===== src/rtl/miner_pkg.sv =====
// Shared types and default widths for the miner nonce/result path.
package miner_pkg;

    localparam int unsigned NONCE_BITS = 32;
    localparam int unsigned HASH_BITS  = 256;

    typedef enum logic [2:0] {
        StIdle    = 3'd0,
        StClear   = 3'd1,
        StSearch  = 3'd2,
        StDrain   = 3'd3,
        StReport  = 3'd4,
        StExhaust = 3'd5
    } collector_state_t;

endpackage


===== src/rtl/miner_target_cmp.sv =====
// Registered hash <= target comparator with its matching nonce pipeline register;
// keeps the wide compare in a stage of its own.
module miner_target_cmp
    import miner_pkg::*;
#(
    parameter int unsigned NONCE_W = NONCE_BITS,
    parameter int unsigned HASH_W  = HASH_BITS
) (
    input  logic               clk,
    input  logic               n_rst,
    input  logic               i_hash_valid,
    input  logic [NONCE_W-1:0] i_hash_nonce,
    input  logic [HASH_W-1:0]  i_hash_value,
    input  logic [HASH_W-1:0]  i_target,
    output logic               o_hit,
    output logic [NONCE_W-1:0] o_nonce
);

    logic               r_hit;
    logic [NONCE_W-1:0] r_nonce;
    logic               w_le;

    assign w_le = (i_hash_value <= i_target);

    always_ff @(posedge clk or negedge n_rst) begin
        if (!n_rst) begin
            r_hit   <= 1'b0;
            r_nonce <= '0;
        end else begin
            r_hit   <= i_hash_valid & w_le;
            r_nonce <= i_hash_nonce;
        end
    end

    assign o_hit   = r_hit;
    assign o_nonce = r_nonce;

endmodule


===== src/rtl/miner_result_collector.sv =====
// Consumer end of the nonce path: sequences the nonce counter, collects hash-core results and
// reports either a golden nonce or exhaustion of the nonce space to the host.
module miner_result_collector
    import miner_pkg::*;
#(
    parameter int unsigned NONCE_W  = NONCE_BITS,
    parameter int unsigned HASH_W   = HASH_BITS,
    parameter int unsigned HASH_LAT = 64
) (
    input  logic               clk,
    input  logic               n_rst,
    input  logic               i_start,
    input  logic               i_abort,
    input  logic [HASH_W-1:0]  i_target,
    input  logic               i_hash_valid,
    input  logic [NONCE_W-1:0] i_hash_nonce,
    input  logic [HASH_W-1:0]  i_hash_value,
    input  logic               i_counter_rollover,
    input  logic               i_rd_ack,
    output logic               o_counter_clear,
    output logic               o_count_enable,
    output logic               o_busy,
    output logic               o_found_valid,
    output logic [NONCE_W-1:0] o_found_nonce,
    output logic               o_exhausted
);

    localparam int unsigned DRAIN_W = $clog2(HASH_LAT + 2);
    localparam logic [DRAIN_W-1:0] DRAIN_LOAD = DRAIN_W'(HASH_LAT + 1);

    collector_state_t   r_state;
    collector_state_t   w_state_d;
    logic [DRAIN_W-1:0] r_drain_cnt;
    logic [NONCE_W-1:0] r_found_nonce;

    logic               w_hit;
    logic [NONCE_W-1:0] w_cmp_nonce;
    logic               w_latch;
    logic               w_drain_load;
    logic               w_drain_dec;

    miner_target_cmp #(
        .NONCE_W (NONCE_W),
        .HASH_W  (HASH_W)
    ) u_target_cmp (
        .clk          (clk),
        .n_rst        (n_rst),
        .i_hash_valid (i_hash_valid),
        .i_hash_nonce (i_hash_nonce),
        .i_hash_value (i_hash_value),
        .i_target     (i_target),
        .o_hit        (w_hit),
        .o_nonce      (w_cmp_nonce)
    );

    always_comb begin
        w_state_d    = r_state;
        w_latch      = 1'b0;
        w_drain_load = 1'b0;
        w_drain_dec  = 1'b0;
        case (r_state)
            StIdle: begin
                if (i_start) w_state_d = StClear;
            end
            StClear: begin
                w_state_d = StSearch;
            end
            StSearch: begin
                if (w_hit) begin
                    w_state_d = StReport;
                    w_latch   = 1'b1;
                end else if (i_counter_rollover) begin
                    w_state_d    = StDrain;
                    w_drain_load = 1'b1;
                end
            end
            StDrain: begin
                if (w_hit) begin
                    w_state_d = StReport;
                    w_latch   = 1'b1;
                end else if (r_drain_cnt == '0) begin
                    w_state_d = StExhaust;
                end else begin
                    w_drain_dec = 1'b1;
                end
            end
            StReport: begin
                if (i_rd_ack) w_state_d = StIdle;
            end
            StExhaust: begin
                if (i_rd_ack) w_state_d = StIdle;
            end
            default: begin
                w_state_d = StIdle;
            end
        endcase
        if (i_abort) begin
            w_state_d    = StIdle;
            w_latch      = 1'b0;
            w_drain_load = 1'b0;
            w_drain_dec  = 1'b0;
        end
    end

    always_ff @(posedge clk or negedge n_rst) begin
        if (!n_rst) begin
            r_state <= StIdle;
        end else begin
            r_state <= w_state_d;
        end
    end

    // Drain window covers the last issued nonce's trip through the core plus the compare stage.
    always_ff @(posedge clk or negedge n_rst) begin
        if (!n_rst) begin
            r_drain_cnt <= '0;
        end else if (w_drain_load) begin
            r_drain_cnt <= DRAIN_LOAD;
        end else if (w_drain_dec) begin
            r_drain_cnt <= r_drain_cnt - 1'b1;
        end
    end

    always_ff @(posedge clk or negedge n_rst) begin
        if (!n_rst) begin
            r_found_nonce <= '0;
        end else if (w_latch) begin
            r_found_nonce <= w_cmp_nonce;
        end
    end

    assign o_counter_clear = (r_state == StClear);
    assign o_count_enable  = (r_state == StSearch);
    assign o_busy          = (r_state != StIdle);
    assign o_found_valid   = (r_state == StReport);
    assign o_exhausted     = (r_state == StExhaust);
    assign o_found_nonce   = r_found_nonce;

endmodule

===== config.mk =====
export PLATFORM = sky130hd
export DESIGN_NAME = miner_result_collector
export DESIGN_NICKNAME = d
export VERILOG_FILES = /design/src/rtl/miner_pkg.sv /design/src/rtl/miner_target_cmp.sv /design/src/rtl/miner_result_collector.sv
export SDC_FILE = /design/constraint.sdc
export NUM_CORES = 1
export LEC_CHECK = 0
export CELL_PAD_IN_SITES_DETAIL_PLACEMENT = 1
export CELL_PAD_IN_SITES_GLOBAL_PLACEMENT = 1
export CORE_AREA = 2 2 228 230
export CTS_BUF_LIST = sky130_fd_sc_hd__clkbuf_4
export DETAILED_ROUTE_END_ITERATION = 12
export DIE_AREA = 0 0 230 232
export PLACE_DENSITY_LB_ADDON = 0.1
export SLEW_MARGIN = 20
export SYNTH_ARGS = -nofsm -noshare
export SYNTH_HDL_FRONTEND = slang
export SYNTH_HIERARCHICAL = 1
export SYNTH_SLANG_ARGS = --single-unit

===== constraint.sdc =====
create_clock -name clk -period 1.9 [get_ports clk]
set_input_delay 0.38 -clock clk [delete_from_list [all_inputs] [get_ports clk]]
set_output_delay 0.38 -clock clk [all_outputs]
set_load 0.05 [all_outputs]

# == After elaboration in Yosys (flattened, before gate mapping) ==
# Cells that the tools add are included.
# totals
ff_bits,75
in_bits,551
output_inout_bits,37
wordCells,45
# classes
add_sub_neg,1
n_lt_le_gt_ge,1
n_eq_ne,9
n_mux,21
bitwise,1
reduce_logical,7
# op_table
operator,count
256-bit <= comparator,1
3-bit two-way mux,7
3-bit one-hot mux with 5 select lines,1
7-bit two-way mux,2
1-bit two-way mux,11
"4-bit by 3-bit inequality test with 1-bit output, second input constant",2
7-bit zero test,1
"7-bit by 1-bit subtractor with 7-bit output, second input constant",1
"3-bit by 2-bit == test with 1-bit output, second input constant",2
"3-bit == test, second input constant",2
4-bit AND reduction,1
2-bit OR reduction,2
"3-bit by 1-bit == test with 1-bit output, second input constant",1
3-bit zero test,1
"3-bit by 1-bit inequality test with 1-bit output, second input constant",1
"3-bit inequality test, second input constant",1
3-bit nonzero test,1
2-bit nonzero test,1
1-bit AND,1

# == Longest topological paths before layout ==
# logic_depth
ltp_word,7
depth_mapped,10
mapped_depth_nobuf,10

# == Hierarchy ==
# The synthesis kept the hierarchy.
# by_module_without_submodules
module,instances,cells_each,area_per_inst_um2,seq_area_each_um2
miner_target_cmp,1,955,7313.3,825.8
miner_result_collector,1,137,1838.0,1051.0

# == Worst setup path before layout ==
# No wires, ideal clock.
# synth_path
path_type,input to register
start,input port i_target[250]
end,register u_target_cmp.r_hit (netlist: u_target_cmp/o_hit)
setup_ns,0.124
t_arrival_ns,2.116
t_required_ns,1.776
setup_slack_ns,-0.341
cell_stages,10
path_buffers,0
path_cell_list,inv_1 ha_1 nand4_2 nor4_4 nand4_2 nor4_2 and3_1 nor3b_2 a22o_1 o21ai_1
# synth_via
elab_chain_len,2
# synth_lines
element,line_no,rtl
start: declaration,miner_result_collector.sv:14,"input logic [HASH_W-1:0] i_target,"
256-bit <= comparator,miner_target_cmp.sv:23,assign w_le = (i_hash_value <= i_target);
1-bit AND,miner_target_cmp.sv:30,r_hit <= i_hash_valid & w_le;
end signal: assignment,miner_target_cmp.sv:30,
end: declaration,miner_target_cmp.sv:19,logic r_hit;
# Every way passes these cells.
# A chain may end at the register's enable or synchronous reset.

# == Worst setup path after layout ==
# layout_path
start,input port i_target[52]
end,register u_target_cmp.r_hit (netlist: u_target_cmp/o_hit)
# Same word-level chain as after synthesis.

==> impl_metrics.env <==
export IMPL_maxSlewViolCount=0
export IMPL_crit_slowest_cell="clkdlybuf4s50_1"
export IMPL_finalSetupViolations=1
export IMPL_die_x_um=230
export IMPL_status="finished, violations left"
export IMPL_crit_chain="clkdlybuf4s50_1 -> inv_1 -> ha_1 -> and4_4 -> buf_4 -> nand2_2 -> nor2_4 -> buf_4 -> and4_1 -> a211o_1 -> a22o_1 -> o21ai_2"
export IMPL_slew_headroom_pct=66.67
export IMPL_avgSynthCellArea_sq_um=8.380
export IMPL_critPathLaunchType="input port"
export IMPL_finalHoldViolCount=0
export IMPL_worst_slew_pin_slew_ns=0.5020
export IMPL_dr_first_iter_drc_count=209
export IMPL_async_reset_ff_share_pct=100.0
export IMPL_start_util_pct=17.98
export IMPL_violations="setup timing"
export IMPL_port_buffers=587
export IMPL_worstPathMaxFanout=2
export IMPL_synth_edf_count=0
export IMPL_place_gp_congestion=0.8136
export IMPL_overflow=0
export IMPL_htree_levels=3
export IMPL_grt_pass1_wl_mm=70.68
export IMPL_post_synth_top_area_cell="ha_1"
export IMPL_grt_use_total_pct=17.49
export IMPL_drcViolationCount=0
export IMPL_finalClockSkew_ns=0.01611
export IMPL_drt_total_wl_mm=48.09
export IMPL_min_path_type="input port to flip-flop"
export IMPL_via_count=10790
export IMPL_post_place_ws_ns=-1.425
export IMPL_fin_crit_sh_pct=114.8
export IMPL_crit_buf_inv=4
export IMPL_numCtsBuffers=9
export IMPL_synth_fp_nets=1901
export IMPL_multi_input_area_sq_mm=0.008720
export IMPL_nets=2638
export IMPL_crit_top_cell="buf_4"
export IMPL_ioPinCount=588
export IMPL_ir_drop_uv=247.4
export IMPL_setup_ws_ns=-0.2807
export IMPL_yosysTopAreaCellShare_pct=35.27
export IMPL_post_synth_top_count_cell="inv_1"
export IMPL_cts_tree="built"
export IMPL_cts_root_buf="clkbuf_4"
export IMPL_wire_per_inst_um=19.01
export IMPL_synth_cells=1092
export IMPL_grt_max_degree=33
export IMPL_ant_nets=0
export IMPL_synthFlopType="dfrtp_1"
export IMPL_p_leak_nw=9.197
export IMPL_slowest_delay_ns=0.45
export IMPL_synth_cell_types=61
export IMPL_clk_pin_slew_worst_paths_ns=0.14
export IMPL_regArea_sq_mm=0.001878
export IMPL_die_y_um=232
export IMPL_worstSetupEndpointType="flip-flop"
export IMPL_grt_pass1_vias=12120
export IMPL_synth_seq_area_share_pct=20.51
export IMPL_grt_setup_unrepaired="true"
export IMPL_total_power_mw=8.127
export IMPL_rows=83
export IMPL_numClockSinks=75
export IMPL_crit_type="input port to flip-flop"
export IMPL_cp_required_ns=2.29
export IMPL_cts_buffer_depth=2
export IMPL_final_util_pct=37.69
export IMPL_netlist_area_sq_mm=0.009151
export IMPL_drive_above_1_share_pct=39.64
export IMPL_hpwl_mm=42.32
export IMPL_yosys_top_cells_count="263 x inv_1, 258 x ha_1, 100 x a21oi_1"
export IMPL_dr_pass1_iters=4
export IMPL_dieArea_sq_mm=0.05336
export IMPL_nFillCells=5882
export IMPL_maxCapViolCount=0
export IMPL_ys_warnings_count=6
export IMPL_fin_crit_ns=2.181
export IMPL_fmax_mhz=458.6
export IMPL_ys_ff_latch=75
export IMPL_power_density_mw_per_mm2=423.7
export IMPL_synth_area_top_cells="ha_1 35%, dfrtp_1 21%, inv_1 11%"
export IMPL_cpLargestDelayFamily="buffers and inverters"
export IMPL_area_growth_pct=109.6
export IMPL_clock_latency_ns=0.46
export IMPL_coreArea_sq_mm=0.05089
export IMPL_critPathArrivalTime_ns=2.57
export IMPL_via_per_inst=4.266
export IMPL_antenna_found_initial=36
## layout make-up
cell class                 instances  area share [%]
multi-input combinational        748           45.46
timing repair buffer             732           34.07
sequential                        75           9.791
inverter                         263           5.173
tap                              680           4.436
clock inverter                     7          0.5088
clock buffer                       9          0.3523
antenna                           16          0.2087
## metal layers
layer	part of all wire, %	wire length [um]	track usage (%)	vias up
met4	1.5	735	3.427	34
met3	7.8	3741	5.918	69
met2	54	25870	34.28	316
met5	0.46	219	0	-
met1	36	17520	17.84	5076
li1	-	-	-	5297
## power by group
group	internal, mW	switching [mW]	total [mW]
combinational	2.43	2.49	4.92
sequential	1.89	0.155	2.04
clock	0.540	0.618	1.16
## through the flow
step	cells	instance area (sq um)	hold slack, ns	setup TNS, ns
finish	2530	19180	0.3402	-0.2807
CTS	2511	18810	0.2770	-0.3374
global route	2528	19180	0.2841	-0.4030
floorplan	1092	9156	0.08441	-0.3406
detailed placement	2452	16590	0.3466	-6.226
global placement	2452	16590	0.3408	-6.069
## cell families (layout without fill, tap and decap cells)
group                    after synthesis  count (layout)  synth area share [%]
flip-flops                            75              75                 20.51
XOR/XNOR                               1               1               0.09572
AO/OA/AOI/OAI                        206             206                 13.78
AND/OR/NAND/NOR                      249             249                 15.01
adder cells (fa/ha/maj)              258             258                 35.27
buffers and inverters                269            1011                 11.17
multiplexers                          34              34                 4.156
other                                  0              16                     0
## cells in the final DEF, fill, tap and decap left out, types with 4 or more instances in the layout
| master | netlist | layout |
|---|---|---|
| nor3_1 | 10 | 5 |
| mux2_2 | 31 | 31 |
| nand2_1 | 78 | 55 |
| nand3_1 | 31 | 29 |
| a21o_1 | 20 | 19 |
| dlymetal6s2s_1 | 0 | 24 |
| o211ai_1 | 6 | 6 |
| inv_2 | 0 | 135 |
| a221oi_1 | 11 | 4 |
| o21ai_2 | 0 | 6 |
| buf_6 | 0 | 23 |
| diode_2 | 0 | 16 |
| clkdlybuf4s15_1 | 0 | 40 |
| nor2_1 | 33 | 28 |
| nor4_4 | 1 | 7 |
| a21oi_1 | 100 | 73 |
| clkdlybuf4s15_2 | 0 | 13 |
| a21oi_2 | 0 | 26 |
| inv_1 | 263 | 126 |
| buf_12 | 0 | 6 |
| a221oi_2 | 1 | 7 |
| nand2_2 | 0 | 15 |
| clkdlybuf4s50_1 | 0 | 222 |
| and4_1 | 10 | 6 |
| dfrtp_1 | 75 | 74 |
| a211oi_1 | 10 | 8 |
| or3_1 | 6 | 5 |
| dlygate4sd2_1 | 0 | 173 |
| clkbuf_2 | 0 | 10 |
| nand4_1 | 38 | 38 |
| ha_2 | 0 | 6 |
| nand2_4 | 0 | 8 |
| buf_2 | 1 | 59 |
| o21ai_1 | 10 | 9 |
| buf_4 | 3 | 160 |
| ha_1 | 258 | 103 |
| clkbuf_4 | 0 | 9 |
| o21ai_0 | 25 | 20 |
| ha_4 | 0 | 149 |
| and4_4 | 0 | 4 |
## repair_timing
action | CTS | global route
setup endpoints to repair | 14 | 4
hold buffers | 1 | 0
resized for setup | 967 | 115
buffers inserted | 43 | 4
pin swaps | 269 | 84
endpoints found under the hold margin | 27 | 0
## sequential cells by signal (all words and copies together) (netlist names)
name / cells
o_found_nonce: 32
u_target_cmp/o_nonce: 32
r_drain_cnt: 7
r_state: 3
u_target_cmp/o_hit: 1
## final timing paths
check	start	to	slack, ns	cells after the start
worst min register to register	u_target_cmp/o_nonce[5]$_DFF_PN0_	o_found_nonce[5]$_DFFE_PN0P_	0.49	1
worst min-delay path	i_hash_nonce[3]	u_target_cmp/o_nonce[3]$_DFF_PN0_	0.34	1
max in group asynchronous	n_rst	u_target_cmp/o_nonce[18]$_DFF_PN0_	0.98	3
min in group asynchronous	n_rst	o_found_nonce[7]$_DFFE_PN0P_	0.39	2
worst max register to register	r_state[2]$_DFFE_PN0P_	r_drain_cnt[5]$_DFFE_PN0P_	0.17	5
worst max-delay path	i_target[52]	u_target_cmp/o_hit$_DFF_PN0_	-0.28	12
No activity file was read; power rests on OpenSTA's default activity.
